File: config.mk
export PLATFORM = sky130hd
export DESIGN_NAME = alu_share_arbiter
export DESIGN_NICKNAME = d
export VERILOG_FILES = /design/src/rtl/alu_pkg.sv /design/src/rtl/rr_arbiter2.sv /design/src/rtl/alu_share_arbiter.sv
export SDC_FILE = /design/constraint.sdc
export NUM_CORES = 1
export LEC_CHECK = 0
export CAP_MARGIN = 40
export CELL_PAD_IN_SITES_DETAIL_PLACEMENT = 1
export CELL_PAD_IN_SITES_GLOBAL_PLACEMENT = 1
export CORE_UTILIZATION = 29
export CTS_CLUSTER_DIAMETER = 200
export DETAILED_ROUTE_END_ITERATION = 6
export GPL_ROUTABILITY_DRIVEN = 1
export PLACE_DENSITY_LB_ADDON = 0.2
export SETUP_SLACK_MARGIN = 0.4
export SYNTH_ARGS = -nofsm -noshare
export SYNTH_HDL_FRONTEND = slang
export SYNTH_SLANG_ARGS = --single-unit
File: constraint.sdc
create_clock -name clk -period 1.8 [get_ports clk]
set_clock_uncertainty 0.1 [all_clocks]
set_input_delay 0.54 -clock clk [delete_from_list [all_inputs] [get_ports clk]]
set_output_delay 0.54 -clock clk [all_outputs]
set_load 0.03 [all_outputs]
File: src/rtl/alu_pkg.sv
// Shared types and constants for the shared-ALU arbiter.
// Op codes are listed in ALU result-mux input order.
package alu_pkg;

  localparam int ALU_WIDTH = 8;
  localparam int ALU_OPW   = 3;

  localparam logic [ALU_OPW-1:0] OP_AND  = 3'd0;
  localparam logic [ALU_OPW-1:0] OP_OR   = 3'd1;
  localparam logic [ALU_OPW-1:0] OP_XOR  = 3'd2;
  localparam logic [ALU_OPW-1:0] OP_ADD  = 3'd3;
  localparam logic [ALU_OPW-1:0] OP_SUB  = 3'd4;
  localparam logic [ALU_OPW-1:0] OP_PASA = 3'd5;
  localparam logic [ALU_OPW-1:0] OP_PASB = 3'd6;
  localparam logic [ALU_OPW-1:0] OP_NOTA = 3'd7;

  typedef enum logic [1:0] {
    IDLE,
    EXEC,
    RESP
  } state_t;

endpackage

File: src/rtl/rr_arbiter2.sv
// Two-way round-robin grant; the pointer moves past the winner
// only when a grant is actually issued.
module rr_arbiter2 (
  input  logic       clk,
  input  logic       rst,
  input  logic [1:0] req,
  input  logic       en,
  output logic [1:0] gnt,
  output logic       gnt_id
);

  logic ptr;

  always_comb begin
    gnt_id = 1'b0;
    if (req[0] & req[1]) gnt_id = ptr;
    else if (req[1])     gnt_id = 1'b1;
    gnt = 2'b00;
    if (en & |req) gnt[gnt_id] = 1'b1;
  end

  always_ff @(posedge clk) begin
    if (rst)       ptr <= 1'b0;
    else if (|gnt) ptr <= ~gnt_id;
  end

endmodule

File: src/rtl/alu_share_arbiter.sv
// Shares one ALU between two requesters: arbitrate, drive the
// operands and mux select, wait for settle, return the result.
module alu_share_arbiter
  import alu_pkg::*;
#(
  parameter int WIDTH   = ALU_WIDTH,
  parameter int OPW     = ALU_OPW,
  parameter int ALU_LAT = 1
) (
  input  logic             clk,
  input  logic             rst,
  input  logic             req0_valid,
  output logic             req0_ready,
  input  logic [OPW-1:0]   req0_op,
  input  logic [WIDTH-1:0] req0_a,
  input  logic [WIDTH-1:0] req0_b,
  input  logic             req1_valid,
  output logic             req1_ready,
  input  logic [OPW-1:0]   req1_op,
  input  logic [WIDTH-1:0] req1_a,
  input  logic [WIDTH-1:0] req1_b,
  output logic [WIDTH-1:0] alu_a,
  output logic [WIDTH-1:0] alu_b,
  output logic [OPW-1:0]   alu_sel,
  input  logic [WIDTH-1:0] alu_result,
  output logic             rsp0_valid,
  input  logic             rsp0_ready,
  output logic [WIDTH-1:0] rsp0_data,
  output logic             rsp1_valid,
  input  logic             rsp1_ready,
  output logic [WIDTH-1:0] rsp1_data,
  output logic             busy
);

  localparam int CW = 4;

  state_t          state;
  logic            owner;
  logic [CW-1:0]   cnt;
  logic [1:0]      gnt;
  logic            gnt_id;
  logic            rsp_hs;

  rr_arbiter2 u_arb (
    .clk    (clk),
    .rst    (rst),
    .req    ({req1_valid, req0_valid}),
    .en     (state == IDLE),
    .gnt    (gnt),
    .gnt_id (gnt_id)
  );

  assign req0_ready = gnt[0];
  assign req1_ready = gnt[1];
  assign busy       = (state != IDLE);
  assign rsp_hs     = owner ? rsp1_ready : rsp0_ready;

  always_ff @(posedge clk) begin
    if (rst) begin
      state      <= IDLE;
      owner      <= 1'b0;
      cnt        <= '0;
      alu_a      <= '0;
      alu_b      <= '0;
      alu_sel    <= '0;
      rsp0_valid <= 1'b0;
      rsp0_data  <= '0;
      rsp1_valid <= 1'b0;
      rsp1_data  <= '0;
    end else begin
      unique case (state)
        IDLE: begin
          if (|gnt) begin
            owner   <= gnt_id;
            alu_sel <= gnt_id ? req1_op : req0_op;
            alu_a   <= gnt_id ? req1_a : req0_a;
            alu_b   <= gnt_id ? req1_b : req0_b;
            cnt     <= CW'(ALU_LAT - 1);
            state   <= EXEC;
          end
        end
        EXEC: begin
          if (cnt == '0) begin
            if (owner) begin
              rsp1_data  <= alu_result;
              rsp1_valid <= 1'b1;
            end else begin
              rsp0_data  <= alu_result;
              rsp0_valid <= 1'b1;
            end
            state <= RESP;
          end else begin
            cnt <= cnt - 1'b1;
          end
        end
        RESP: begin
          if (rsp_hs) begin
            rsp0_valid <= 1'b0;
            rsp1_valid <= 1'b0;
            state      <= IDLE;
          end
        end
        default: state <= IDLE;
      endcase
    end
  end

endmodule

==> impl_metrics.csv, run 1 <==
group,metric,value,unit
global_routing,grt-ovfl-total,0,
power_and_ir_drop,cellLeakagePower,1.59,nW
hold_path,hold_class,"flop to flop",
timing,finalCritPeriodShare,0.991,
timing,worstMarginPinSlew,448,ps
final_layout,fillCellCount,675,
timing,finalCriticalPeriod,1780,ps
floorplanning,initial_utilization,0.301,
placement,io_buffer_count,91,
final_layout,multi_input_area,1190,um^2
synthesis,synth_nets,241,
floorplanning,chipWidth,83.4,um
power_and_ir_drop,ir_drop,0.000452,V
global_routing,grt_pass1_vias,2157,
timing,rsz0062_at_grt,"yes",
timing,final_max_slew_viol_count,0,
worst_setup_path,crit_family,"flip-flops",
route,finalWirelength,7200,um
clock_network,worstSkewPairLatency,300,ps
placement,gp_congestion,0.773,
synthesis,synth-seq-area-share,0.468,
final_layout,syn2layout_area_growth,93.7,%
synthesis,syn_area_per_cell,10.3,um^2
status,status,"finished, final reports clean",
floorplanning,ioPinCount,92,
route,route.vias.total,2008,
clock_network,cts_max_path_buffers,2,
route,antenna_left,0,
final_layout,final_nets,368,
worst_setup_path,crit_type,"flop to output pin",
timing,slew_headroom,0.701,
synthesis,synth-simple-area-share,0.220,
worst_setup_path,path_max_fanout,3,
clock_network,cts_max_level,2,
final_layout,final_util,0.583,
route,viasPerCell,5.12,
synthesis,synth-edff-count,0,
worst_setup_path,cp_num_buf_inv,1,
global_routing,grt_usage,0.207,
synthesis,yosys-mux-area-fraction,0.0891,
worst_setup_path,worstPathArrival,1140,ps
timing,fmax,560,MHz
synthesis,synth_top_family_by_area,"simple AND/OR/NAND/NOR gates",
floorplanning,core_area,6390,um^2
final_layout,n_antenna_cell,0,
worst_setup_path,max_stage_delay,390,ps
clock_network,cts-root-buf,"clkbuf_8",
synthesis,postSynthCellCount,187,
timing,hold_viol,0,
synthesis,synth_compound_area_frac,0.161,
final_layout,drive_above_1_share,0.527,
global_routing,grt_max_degree,20,
synthesis,synth_flop_cell,"dfxtp_1",
timing,layout_setup_ws,15.8,ps
worst_setup_path,crit_slowest_cell,"dfxtp_2",
floorplanning,die_y,83.4,um
worst_setup_path,path_cells,"nand2b_1, and3_4, buf_6",
synthesis,synth_cell_type_count,38,
global_routing,grt_pass1_wl,11300,um
clock_network,cts_sinks,45,
floorplanning,row_count,29,
route,drt_iter0_drc,39,
placement,hpwl,4350,um
synthesis,syn_area,1920,um^2
timing,setup_viol,0,
placement,pre_cts_ws,-385,ps
route,first_pass_iters,4,
floorplanning,die_area,6960,um^2
final_layout,seq_area,958,um^2
route,wl_per_cell,18.4,um
worst_setup_path,worstPathRequired,1160,ps
route,drc,0,
synthesis,synth_xor_area_frac,0,
worst_setup_path,end_kind,"output pin",
job,drv_cap,0,
synthesis,synth_adder_area_share,0.0130,
power_and_ir_drop,p_per_area,771,nW/um^2
synthesis,ys_async_sr_fraction,0,
clock_network,cts_tree,"built",
global_routing,antenna_found_initial,0,
timing,setup-tns-final,0,ps
clock_network,clk_pin_slew,80,ps
synthesis,yosys_warnings,0,
worst_setup_path,critPathLaunchType,"flop",
clock_network,numCtsBuffers,5,
synthesis,synth-seq-cells,45,
## kinds of logic after synthesis
group	Yosys count
and+or+nand+nor	66
DFF	45
AOI/OAI and AO/OA	36
buffers and inverters	21
muxes	17
adders and majority gates	2
## placed cells by master (no fill, tap or decap), types with 3 or more instances in the layout
cell / instances
a221o_1: 19
o21a_4: 4
nand2_1: 24
dfxtp_2: 40
buf_6: 52
buf_4: 24
mux2i_1: 15
clkbuf_8: 5
buf_12: 3
and4_1: 19
dfxtp_1: 3
clkdlybuf4s50_1: 46
o21ai_1: 3
## worst min-delay path, stage by stage (launching register included)
cell and delay, ps:
dfxtp_2 330, nand2_1 50, mux2i_1 50
## final timing paths
check / start / endpoint / slack, ps / depth (start not counted)
setup / recovery: u_arb.ptr / req1_ready / 20 / 3
hold / removal: rsp1_data[3] / rsp1_data[3] / 370 / 2
setup reg to reg: state[0] / alu_b[2] / 60 / 8
hold reg to reg: rsp1_data[3] / rsp1_data[3] / 370 / 2
## cell type report
type                    instances  share of cell area
clock inverters                 2             0.00269
inverters                       6             0.00873
flip-flops and latches         45               0.257
multi-input cells             125               0.319
well taps                      77              0.0259
clock buffers                   6              0.0195
repair buffers                131               0.367
## synth_stat cells (2+ instances only)
cell type  instances  area [um^2]
a21oi_1            2         10.0
a22o_1             2         17.5
a31o_2             2         17.5
o21ai_0            4         20.0
mux2i_1           16          160
inv_1              5         18.8
nand2b_1           3         18.8
clkbuf_1           8         30.0
a221o_1           19          190
dfxtp_1           45          901
ha_1               2         25.0
and4_1            20          175
nor4_1             2         12.5
buf_2              6         30.0
nor2_1             3         11.3
and3_1             2         12.5
nand2_1           25         93.8
## metrics by stage
step	hold WS [ps]	area, um^2	cells	power [mW]
6_report	369	3720	392	2.87
5_1_grt	393	3720	392	2.99
4_1_cts	370	3550	385	2.81
3_5_place_dp	355	3040	355	1.98
3_3_place_gp	345	3040	355	1.97
2_1_floorplan	374	2020	187	1.60
## sequential cells by signal (all words and copies together), names as in the netlist
name,flops
rsp1_data,8
cnt,4
alu_sel,3
state,2
u_arb.ptr,1
alu_a,8
alu_b,8
rsp0_valid,1
rsp0_data,8
owner,1
rsp1_valid,1
## routing by layer
metal | vias up | share of wire | track usage
met3 | 6 | 0.051 | 0.0567
met2 | 53 | 0.51 | 0.371
met5 | - | 0 | 0
li1 | 969 | - | -
met1 | 980 | 0.43 | 0.246
met4 | 0 | 0.0086 | 0.0462
## power breakdown
group	switching [mW]	leakage, nW	internal, mW
registers	0.0772	0.386	1.10
clock network	0.348	0.0450	0.270
logic	0.512	1.16	0.558
total	0.938	1.59	1.93
## what timing repair did
action / CTS / global route
setup buffers: 17 / 7
pin swaps: 13 / 9
setup endpoints to repair: 85 / 84
gates cloned: 5 / 0
resized for setup: 343 / 26
hold buffers: 0 / 0
(Power assumes the default switching activity.)
==> inputs of run 2 (changes only) <==
Clock period 1.8 ns to 1.7 ns, I/O delays scaled along.
==> run 2 against run 1 <==
Net effect:
- the run now ends with negative setup slack left
- first-iteration DRC count up 100%
- register-to-register slack worse by 50 ps
- critical path depth unchanged
- combinational power up 12%
- hold slack better by 3.0 ps
- power up 9.8%
- global-route usage up 2.2 points
- sequential power up 6%
- core utilization up 1.9 points
- die area unchanged
- critical path type unchanged
==> impl_metrics.csv, run 2 (synthesis gave the netlist of run 1 again) <==
group,metric,value,unit
worst_setup_path,timing.rr.start,"state[1]",
job,drv_cap,0,
placement,place_area,3070,um^2
placement,gp_congestion,0.787,
timing,slew_headroom,0.743,
timing,setup_viol,3,
timing,layout_setup_ws,-84.1,ps
placement,hpwl,4590,um
power_and_ir_drop,total_power,3.15,mW
final_layout,drive_above_1_share,0.557,
clock_network,numCtsBuffers,5,
timing,hold_viol,0,
power_and_ir_drop,switching_share,0.323,
final_layout,finalInstanceArea,3850,um^2
floorplanning,core_area,6390,um^2
global_routing,antenna_found_initial,0,
floorplanning,ioPinCount,92,
worst_setup_path,reg2reg_slack,10,ps
worst_setup_path,path_max_fanout,3,
floorplanning,die_y,83.4,um
clock_network,cts_sinks,45,
power_and_ir_drop,ir_drop,0.000489,V
placement,pre_cts_ws,-409,ps
timing,finalCritPeriodShare,1.05,
hold_path,hold_depth,2,
power_and_ir_drop,p_per_area,819,nW/um^2
worst_setup_path,reg2reg_to,"cnt[3]",
worst_setup_path,timing.critical_path.from,"state[0]",
final_layout,final_nets,379,
worst_setup_path,critPathLaunchType,"flop",
floorplanning,initial_utilization,0.301,
status,status,"complete, but fails checks",
clock_network,worstSkewPairLatency,300,ps
clock_network,cts-root-buf,"clkbuf_8",
route,first_pass_iters,4,
floorplanning,chipWidth,83.4,um
worst_setup_path,end_kind,"output pin",
worst_setup_path,crit_type,"flop to output pin",
timing,setup-tns-final,-169,ps
route,drc,0,
global_routing,grt_usage,0.229,
floorplanning,row_count,29,
route,antenna_left,0,
worst_setup_path,worstPathArrival,1170,ps
route,wl_per_cell,20.0,um
route,drt_iter0_drc,78,
final_layout,final_cell_mix,"50 x buf_6, 48 x clkdlybuf4s50_1, 40 x dfxtp_2",
route,finalWirelength,8040,um
global_routing,grt_max_degree,21,
final_layout,n_antenna_cell,0,
power_and_ir_drop,clock_power_share,0.222,
timing,finalCriticalPeriod,1780,ps
global_routing,grt_pass1_wl,12500,um
global_routing,grt_pass1_vias,2254,
timing,rsz0062_at_grt,"yes",
timing,timing.hold.ws,372,ps
route,viasPerCell,5.16,
hold_path,hold_class,"flop to flop",
power_and_ir_drop,combPwrFrac,0.380,
power_and_ir_drop,pwr-share-seq,0.398,
route,route.vias.total,2073,
power_and_ir_drop,cellLeakagePower,1.65,nW
global_routing,grt-ovfl-total,0,
clock_network,cts_max_path_buffers,2,
worst_setup_path,r2r_cells,5,
hold_path,hold_end,"rsp1_data[6]",
hold_path,hp-start,"rsp1_data[6]",
timing,final_max_slew_viol_count,0,
clock_network,cts_hold_buf,0,
clock_network,cts_max_level,2,
floorplanning,die_area,6960,um^2
final_layout,final_common_cell,"buf_6",
power_and_ir_drop,intPower,2.13,mW
final_layout,syn2layout_area_growth,100,%
status,violations,"negative setup slack",
clock_network,cts_tree,"built",
power_and_ir_drop,p_sw,1.02,mW
timing,fmax,561,MHz
worst_setup_path,worstPathRequired,1090,ps
clock_network,clk_pin_slew,90,ps
placement,io_buffer_count,91,
timing,worstMarginPinSlew,385,ps
[run 2: cell count changes in the layout (fill, tap and decap cells not counted), sizes merged]
cell           change
clkdlybuf4s50      +2
clkinv             -2
dlymetal6s2s       -2
buf               +11
clkbuf             +1
[run 2: worst max path at each step]
stage                             to  slack (ps)  cells after the start
after floorplan           req0_ready          80                      3
after global placement    req0_ready        -380                      4
after detailed placement  req0_ready        -410                      4
after CTS                 req1_ready        -100                      3
after global routing      req1_ready        -120                      3
final                     req1_ready         -80                      3
[run 2: stage by stage]
stage          instances  utilization
5_1_grt              402        0.602
3_3_place_gp         355        0.481
6_report             402        0.602
3_5_place_dp         355        0.481
4_1_cts              388        0.572
2_1_floorplan        187            -
[run 2: power by group through the flow]
stage / clock, mW / sequential [mW] / combinational, mW
global placement: 0 / 1.24 / 0.850
CTS: 0.712 / 1.25 / 1.08
floorplan: 0 / 1.39 / 0.308
finish: 0.700 / 1.25 / 1.20
global route: 0.758 / 1.26 / 1.25
detailed placement: 0 / 1.24 / 0.861
[run 2: timing repair]
item / in CTS / in global routing
setup endpoints to repair: 85 / 85
pin swaps: 24 / 7
buffers inserted: 20 / 14
gates resized for setup: 338 / 23
gates cloned: 6 / 0
[run 2: final cells by class]
| cell class | count | area [um^2] |
|---|---|---|
| Multi-Input combinational cell | 125 | 1160 |
| Timing Repair Buffer | 142 | 1510 |
| Fill cell | 654 | 2540 |
| Sequential cell | 45 | 962 |
| Inverter | 6 | 32.5 |
| Clock buffer | 7 | 86.3 |
| Tap cell | 77 | 96.3 |
[run 2: routing by layer]
metal  vias to the layer above  track usage  part of all wire
li1                        990            -                 -
met3                         6       0.0547             0.047
met1                      1027        0.283              0.43
met4                         0       0.0493            0.0058
met2                        50        0.405              0.52
met5                         -            0                 0
[run 2: worst max-delay path, cell delays in order (launching register included)]
cell and delay, ps:
dfxtp_4 360, nor2_4 170, and3_4 210, buf_6 120
